===== config.mk =====
export PLATFORM = sky130hd
export DESIGN_NAME = seg_scan_mux
export DESIGN_NICKNAME = d
export VERILOG_FILES = /design/src/rtl/seg_pkg.sv /design/src/rtl/hex7seg_dec.sv /design/src/rtl/seg_scan_mux.sv
export SDC_FILE = /design/constraint.sdc
export NUM_CORES = 1
export LEC_CHECK = 0
export ABC_AREA = 1
export BUFFER_PORTS_ARGS = -buffer_cell sky130_fd_sc_hd__buf_2
export CORE_AREA = 4 4 104 106
export DETAILED_ROUTE_END_ITERATION = 7
export DIE_AREA = 0 0 108 110
export GPL_ROUTABILITY_DRIVEN = 1
export GPL_TIMING_DRIVEN = 0
export SLEW_MARGIN = 20
export SYNTH_ARGS = -nofsm -noshare
export SYNTH_HDL_FRONTEND = slang
export SYNTH_SLANG_ARGS = --single-unit

===== constraint.sdc =====
create_clock -name clk -period 2.2 [get_ports clk]
set_input_delay 0.44 -clock clk [delete_from_list [all_inputs] [get_ports clk]]
set_output_delay 0.44 -clock clk [all_outputs]
set_load 0.05 [all_outputs]

===== src/rtl/seg_pkg.sv =====
// seg_pkg: shared constants and helpers for the 7-segment scan driver.
//   SEG_OFF      : all segments dark (active-low)
//   SEG_LUT      : active-low {g,f,e,d,c,b,a} patterns for hex 0..F
//   hex_to_seg   : nibble -> active-low pattern
//   idxWidth     : digit index width, minimum 1 bit
package seg_pkg;
    localparam logic [6:0] SEG_OFF = 7'h7F;
    localparam logic [6:0] SEG_LUT [16] = '{
        7'h40, 7'h79, 7'h24, 7'h30, 7'h19, 7'h12, 7'h02, 7'h78,
        7'h00, 7'h10, 7'h08, 7'h03, 7'h46, 7'h21, 7'h06, 7'h0E
    };
    function automatic logic [6:0] hex_to_seg(input logic [3:0] nib);
        return SEG_LUT[nib];
    endfunction
    function automatic int idxWidth(input int n);
        return n > 1 ? $clog2(n) : 1;
    endfunction
endpackage


===== src/rtl/hex7seg_dec.sv =====
// hex7seg_dec: combinational hex to active-low 7-segment decoder.
//   nibble  in  4  hex digit
//   pattern out 7  active-low {g,f,e,d,c,b,a}
module hex7seg_dec
    import seg_pkg::*;
(
    input  logic [3:0] nibble,
    output logic [6:0] pattern
);
    assign pattern = hex_to_seg(nibble);
endmodule


===== src/rtl/seg_scan_mux.sv =====
// seg_scan_mux: time-multiplexed N-digit 7-segment driver with dead time and double buffering.
//   clk, rst (sync active-high)
//   load        in   1-cycle strobe capturing value/dots/blank into the shadow registers
//   value       in   4*NUM_DIGITS hex nibbles, digit 0 rightmost
//   dots        in   per-digit decimal point enable
//   blank       in   per-digit blank
//   segs        out  active-low: [6:0] a..g, [7] dp, [8+:NUM_DIGITS] digit enables
//   frame_tick  out  1-cycle pulse when the scan wraps back to digit 0
// Optional macro SEG_LEADING_ZERO_BLANK_EN suppresses leading zero digits.
module seg_scan_mux
    import seg_pkg::*;
#(
    parameter int NUM_DIGITS  = 4,
    parameter int REFRESH_DIV = 50000,
    parameter int DEAD_CYCLES = 2
) (
    input  logic                      clk,
    input  logic                      rst,
    input  logic                      load,
    input  logic [4*NUM_DIGITS-1:0]   value,
    input  logic [NUM_DIGITS-1:0]     dots,
    input  logic [NUM_DIGITS-1:0]     blank,
    output logic [8+NUM_DIGITS-1:0]   segs,
    output logic                      frame_tick
);
    localparam int CW = $clog2(REFRESH_DIV);
    localparam int IW = idxWidth(NUM_DIGITS);

    logic [CW-1:0]           slotCnt, slotNext;
    logic [IW-1:0]           digitIdx, idxNext;
    logic                    slotWrap, frameWrap;
    logic [4*NUM_DIGITS-1:0] shVal, dispVal, shValNext, dispValNext;
    logic [NUM_DIGITS-1:0]   shDots, shBlank, dispDots, dispBlank;
    logic [NUM_DIGITS-1:0]   shDotsNext, shBlankNext, dispDotsNext, dispBlankNext;
    logic [NUM_DIGITS-1:0]   blankEff, enNext;
    logic [3:0]              nibble;
    logic [6:0]              pattern;

    // Outputs are registered from the post-edge state so the pattern and the
    // enable always describe the same digit for the whole slot.
    always_comb begin
        slotWrap      = slotCnt == CW'(REFRESH_DIV - 1);
        frameWrap     = slotWrap && digitIdx == IW'(NUM_DIGITS - 1);
        slotNext      = slotWrap ? '0 : slotCnt + 1'b1;
        idxNext       = frameWrap ? '0 : slotWrap ? digitIdx + 1'b1 : digitIdx;
        shValNext     = load ? value : shVal;
        shDotsNext    = load ? dots : shDots;
        shBlankNext   = load ? blank : shBlank;
        // Using the shadow's next value lets a load on the boundary land directly.
        dispValNext   = frameWrap ? shValNext : dispVal;
        dispDotsNext  = frameWrap ? shDotsNext : dispDots;
        dispBlankNext = frameWrap ? shBlankNext : dispBlank;
        nibble        = dispValNext[{idxNext, 2'b00} +: 4];
        enNext        = '1;
        if (slotNext >= CW'(DEAD_CYCLES)) enNext[idxNext] = 1'b0;
    end

`ifdef SEG_LEADING_ZERO_BLANK_EN
    logic nzSeen;
    // Walk down from the top digit; zeros above the first nonzero nibble go dark
    // unless dotted. Digit 0 is never visited so a zero value still shows "0".
    always_comb begin
        nzSeen   = 1'b0;
        blankEff = dispBlankNext;
        for (int i = NUM_DIGITS - 1; i > 0; i--) begin
            nzSeen = nzSeen | (dispValNext[4*i +: 4] != 4'h0);
            if (!nzSeen && !dispDotsNext[i]) blankEff[i] = 1'b1;
        end
    end
`else
    assign blankEff = dispBlankNext;
`endif

    hex7seg_dec uDec (
        .nibble  (nibble),
        .pattern (pattern)
    );

    always_ff @(posedge clk) begin
        if (rst) begin
            slotCnt    <= '0;
            digitIdx   <= '0;
            shVal      <= '0;
            shDots     <= '0;
            shBlank    <= '0;
            dispVal    <= '0;
            dispDots   <= '0;
            dispBlank  <= '0;
            segs       <= '1;
            frame_tick <= 1'b0;
        end else begin
            slotCnt    <= slotNext;
            digitIdx   <= idxNext;
            shVal      <= shValNext;
            shDots     <= shDotsNext;
            shBlank    <= shBlankNext;
            dispVal    <= dispValNext;
            dispDots   <= dispDotsNext;
            dispBlank  <= dispBlankNext;
            segs       <= {enNext, blankEff[idxNext] ? {1'b1, SEG_OFF} : {~dispDotsNext[idxNext], pattern}};
            frame_tick <= frameWrap;
        end
    end
endmodule


==> impl_metrics.env <==
export IMPL_groute_usage_overall_pct=15.8
export IMPL_number_of_global_route_vias_before_repair=3173
export IMPL_synth_cell_type_count=33
export IMPL_synth_ff_type="sky130_fd_sc_hd__dfxtp_1"
export IMPL_y_dimension_of_the_die_um=110
export IMPL_number_of_synthesized_flops_with_an_enable_pin=0
export IMPL_fp_coreArea_um2=9770
export IMPL_grt_max_degree=14
export IMPL_final_wtd_congestion=0.896
export IMPL_crit_family="simple AND/OR/NAND/NOR gates"
export IMPL_route_detailed_vias_per_inst=4.57
export IMPL_timing_critical_path_to_type="register"
export IMPL_finish_instance_area_um2=4960
export IMPL_async_flop_share_pct=0
export IMPL_htreeDepth=3
export IMPL_cp_bufs_invs=3
export IMPL_synth_area_top_cells="sky130_fd_sc_hd__dfxtp_1 (41%), sky130_fd_sc_hd__nand2_1 (12%), sky130_fd_sc_hd__nor2_1 (9.6%), sky130_fd_sc_hd__inv_1 (5.9%), sky130_fd_sc_hd__nand3_1 (3.6%)"
export IMPL_design_portCount=40
export IMPL_cts_sink_count=79
export IMPL_synth_area_per_cell_um2=7.19
export IMPL_antenna_diodes=0
export IMPL_die_w_um=108
export IMPL_compound_gate_fraction_of_synth_area_pct=6.13
export IMPL_routedWlPerCell_um=12.1
export IMPL_yosys_area_share_simple_pct=37.9
export IMPL_fp_dieArea_um2=11900
export IMPL_combinational_family_with_the_most_area_after_synthesis="simple AND/OR/NAND/NOR gates"
export IMPL_share_of_final_layout_standard_cells_stronger_than_drive_strength_1_pct=32.5
export IMPL_ant_nets=0
export IMPL_nets=654
export IMPL_ys_seq_area_share_pct=41.0
export IMPL_netlist_instances=537
export IMPL_final_min_period_over_clock_period_pct=102
export IMPL_grt_setup_unrepaired="true"
export IMPL_power_uw=2860
export IMPL_synth_seq_cells=79
export IMPL_worst_setup_path_type="reg -> reg"
export IMPL_number_of_setup_violations_in_the_final_report=4
export IMPL_critical_path_top_cell_by_count="sky130_fd_sc_hd__nand2_2"
export IMPL_synth_fa_ha_area_share_pct=2.27
export IMPL_clock_skew_ns=0.0130
export IMPL_final_hold_violation_count=0
export IMPL_violations="setup timing"
export IMPL_floorplan_initialDensity_pct=39.5
export IMPL_max_slew_margin_rel_pct=60.5
export IMPL_critical_path_arrival_ns=2.48
export IMPL_drc=0
export IMPL_placedInstanceArea_um2=4220
export IMPL_cts_buffers=9
export IMPL_vdd_drop_max_v=0.000349
export IMPL_yosysWarnings=0
export IMPL_fp_row_count=36
export IMPL_period_minus_slack_ns=2.23
export IMPL_vias=3459
export IMPL_library_cell_with_the_largest_summed_area_after_synthesis="sky130_fd_sc_hd__dfxtp_1"
export IMPL_post_cts_hold_buffer_count=0
export IMPL_worstPathCellList="ha_4 -> nand3_4 -> nor2_8 -> nand3_4 -> clkinv_4 -> buf_8 -> nand2_4 -> nand2_2 -> nor2_2 -> nor2_2 -> nand2_2 -> buf_6 -> ha_4 -> nand2_4 -> nand2_2 -> nand2_2 -> nand3_2"
export IMPL_hold_class="in -> reg"
export IMPL_synthMuxAreaShare_pct=2.33
export IMPL_synth_nets=571
export IMPL_path_clk_slew_ns=0.08
export IMPL_yosysTopAreaCellShare_pct=41.0
export IMPL_grt_antenna_before_repair=0
export IMPL_critPathMaxFanout=7
export IMPL_power_density_nw_per_um2=575
export IMPL_syn_to_final_growth_pct=28.5
export IMPL_maxSlewViolCount=0
export IMPL_startpoint_type="register"
export IMPL_post_route_util_pct=50.8
export IMPL_fmax_ghz=0.447
export IMPL_summed_instance_area_of_the_synthesized_netlist_um2=3860
export IMPL_routed_wl_um=9160
export IMPL_worst_slew_pin_transition_ns=0.592
export IMPL_total_half_perimeter_wirelength_after_legalization_and_detailed_placement_um=6410
export IMPL_grt_overflow=0
export IMPL_outcome="complete, but fails checks"
export IMPL_power_leakage_uw=0.00236
export IMPL_crit_slowest_cell="sky130_fd_sc_hd__dfxtp_2"
export IMPL_grt_pass1_wl_um=14800
export IMPL_post_synth_xor_area_fraction_pct=1.13
export IMPL_fillers=952
export IMPL_cts_root_buf="sky130_fd_sc_hd__clkbuf_8"
export IMPL_cts_tree="built"
export IMPL_max_cap_violations=0
export IMPL_io_buffers=38
export IMPL_clock_insertion_delay_worst_skew_ns=0.35
export IMPL_drt_iter0_markers=177
export IMPL_drt_pre_antenna_iters=4
export IMPL_timing_final_ws_setup_ns=-0.0347
export IMPL_critical_path_max_stage_delay_ns=0.35
export IMPL_clockBufferDepth=2
export IMPL_worst_ep_required_time_ns=2.44
placed cells by master (no fill, tap or decap), types with 8 or more instances in the layout:
master and instances:
sky130_fd_sc_hd__nor2_1 87, sky130_fd_sc_hd__clkbuf_1 9, sky130_fd_sc_hd__nand4_1 8, sky130_fd_sc_hd__nand2_4 11, sky130_fd_sc_hd__nand2_1 105, sky130_fd_sc_hd__nand3_1 23, sky130_fd_sc_hd__inv_1 59, sky130_fd_sc_hd__dfxtp_1 66
sky130_fd_sc_hd__o21ai_0 25, sky130_fd_sc_hd__mux2i_1 9, sky130_fd_sc_hd__buf_2 42, sky130_fd_sc_hd__buf_4 32, sky130_fd_sc_hd__nand2_2 32, sky130_fd_sc_hd__nor3_1 8, sky130_fd_sc_hd__nor2_4 10, sky130_fd_sc_hd__nor2_2 14
sky130_fd_sc_hd__clkbuf_8 9, sky130_fd_sc_hd__dfxtp_2 13
Yosys cell counts (7+ instances only):
master and count:
sky130_fd_sc_hd__clkbuf_1 8, sky130_fd_sc_hd__inv_1 61, sky130_fd_sc_hd__ha_1 7, sky130_fd_sc_hd__nand2_4 7, sky130_fd_sc_hd__o21ai_0 26, sky130_fd_sc_hd__nand2_2 16
sky130_fd_sc_hd__nor3_1 8, sky130_fd_sc_hd__nand4_1 8, sky130_fd_sc_hd__nor2_1 99, sky130_fd_sc_hd__mux2i_1 9, sky130_fd_sc_hd__dfxtp_1 79, sky130_fd_sc_hd__nand3_1 28
sky130_fd_sc_hd__nand2_1 126
stage by stage:
| stage | hold slack [ns] | setup WS (ns) | cells | TNS [ns] |
|---|---|---|---|---|
| after floorplan | 0.431 | 0.00897 | 537 | 0 |
| after global placement | 0.453 | -0.390 | 708 | -2.41 |
| after detailed placement | 0.461 | -0.430 | 708 | -2.64 |
| after CTS | 0.346 | 0.000591 | 738 | 0 |
| after global routing | 0.374 | -0.189 | 757 | -1.07 |
| final | 0.353 | -0.0347 | 757 | -0.0618 |
registers in the layout (all words and copies together) (netlist names):
name,flops
slotCnt,16
shVal,16
shBlank,4
dispDots,4
digitIdx,2
shDots,4
dispBlank,4
segs,12
dispVal,16
frame_tick,1
final timing paths:
path | from | endpoint | slack (ns) | cells past startpoint
worst max register to register | slotCnt[1] | segs[3] | -0.03 | 17
worst min-delay path | dots[2] | shDots[2] | 0.35 | 3
worst max-delay path | slotCnt[1] | segs[3] | -0.03 | 17
worst min register to register | dispVal[9] | dispVal[9] | 0.46 | 2
worst register-to-register path, delay by kind of cell, from the launching register on:
family | cells | cell delay, ns
flops | 1 | 0.35
fa+ha+maj | 2 | 0.31
buf+inv | 3 | 0.36
simple gates | 12 | 1.11
timing repair:
| item | in CTS | in global routing |
|---|---|---|
| buffers inserted | 15 | 19 |
| gates resized for setup | 28 | 53 |
| endpoints found under the setup margin | 7 | 11 |
| pin swaps | 13 | 30 |
| gates cloned | 0 | 0 |
cell families (layout without fill, tap and decap cells):
logic type | Yosys count | after routing
AND/OR/NAND/NOR | 310 | 310
buffers and inverters | 84 | 171
flip-flops | 79 | 79
AO/OA/AOI/OAI | 43 | 43
multiplexers | 9 | 9
adder cells (fa/ha/maj) | 7 | 7
XOR/XNOR | 5 | 5
power by group:
group | internal, uW | switching (uW) | total [uW] | leakage [uW]
Clock | 637 | 527 | 1160 | 0.000107
Sequential | 1470 | 12.7 | 1480 | 0.000652
Combinational | 69.5 | 138 | 208 | 0.00160
layout make-up:
cell class,instances,area [um2],share of cell area (%)
multi-input combinational,374,2170,43.7
sequential,79,1600,32.2
timing repair buffer,72,453,9.13
inverter,68,268,5.40
tap,133,166,3.35
clock buffer,10,128,2.57
buffer,16,98.8,1.99
clock inverter,5,82.6,1.66
layer usage:
| layer | share of wire, % | vias up | track usage (%) |
|---|---|---|---|
| met5 | 0 | - | 0 |
| met4 | 1.7 | 0 | 7.66 |
| met3 | 3.9 | 10 | 2.56 |
| met2 | 47 | 71 | 25.1 |
| met1 | 48 | 1547 | 21.0 |
| li1 | - | 1831 | - |
Power figures use the tool's default switching activity.
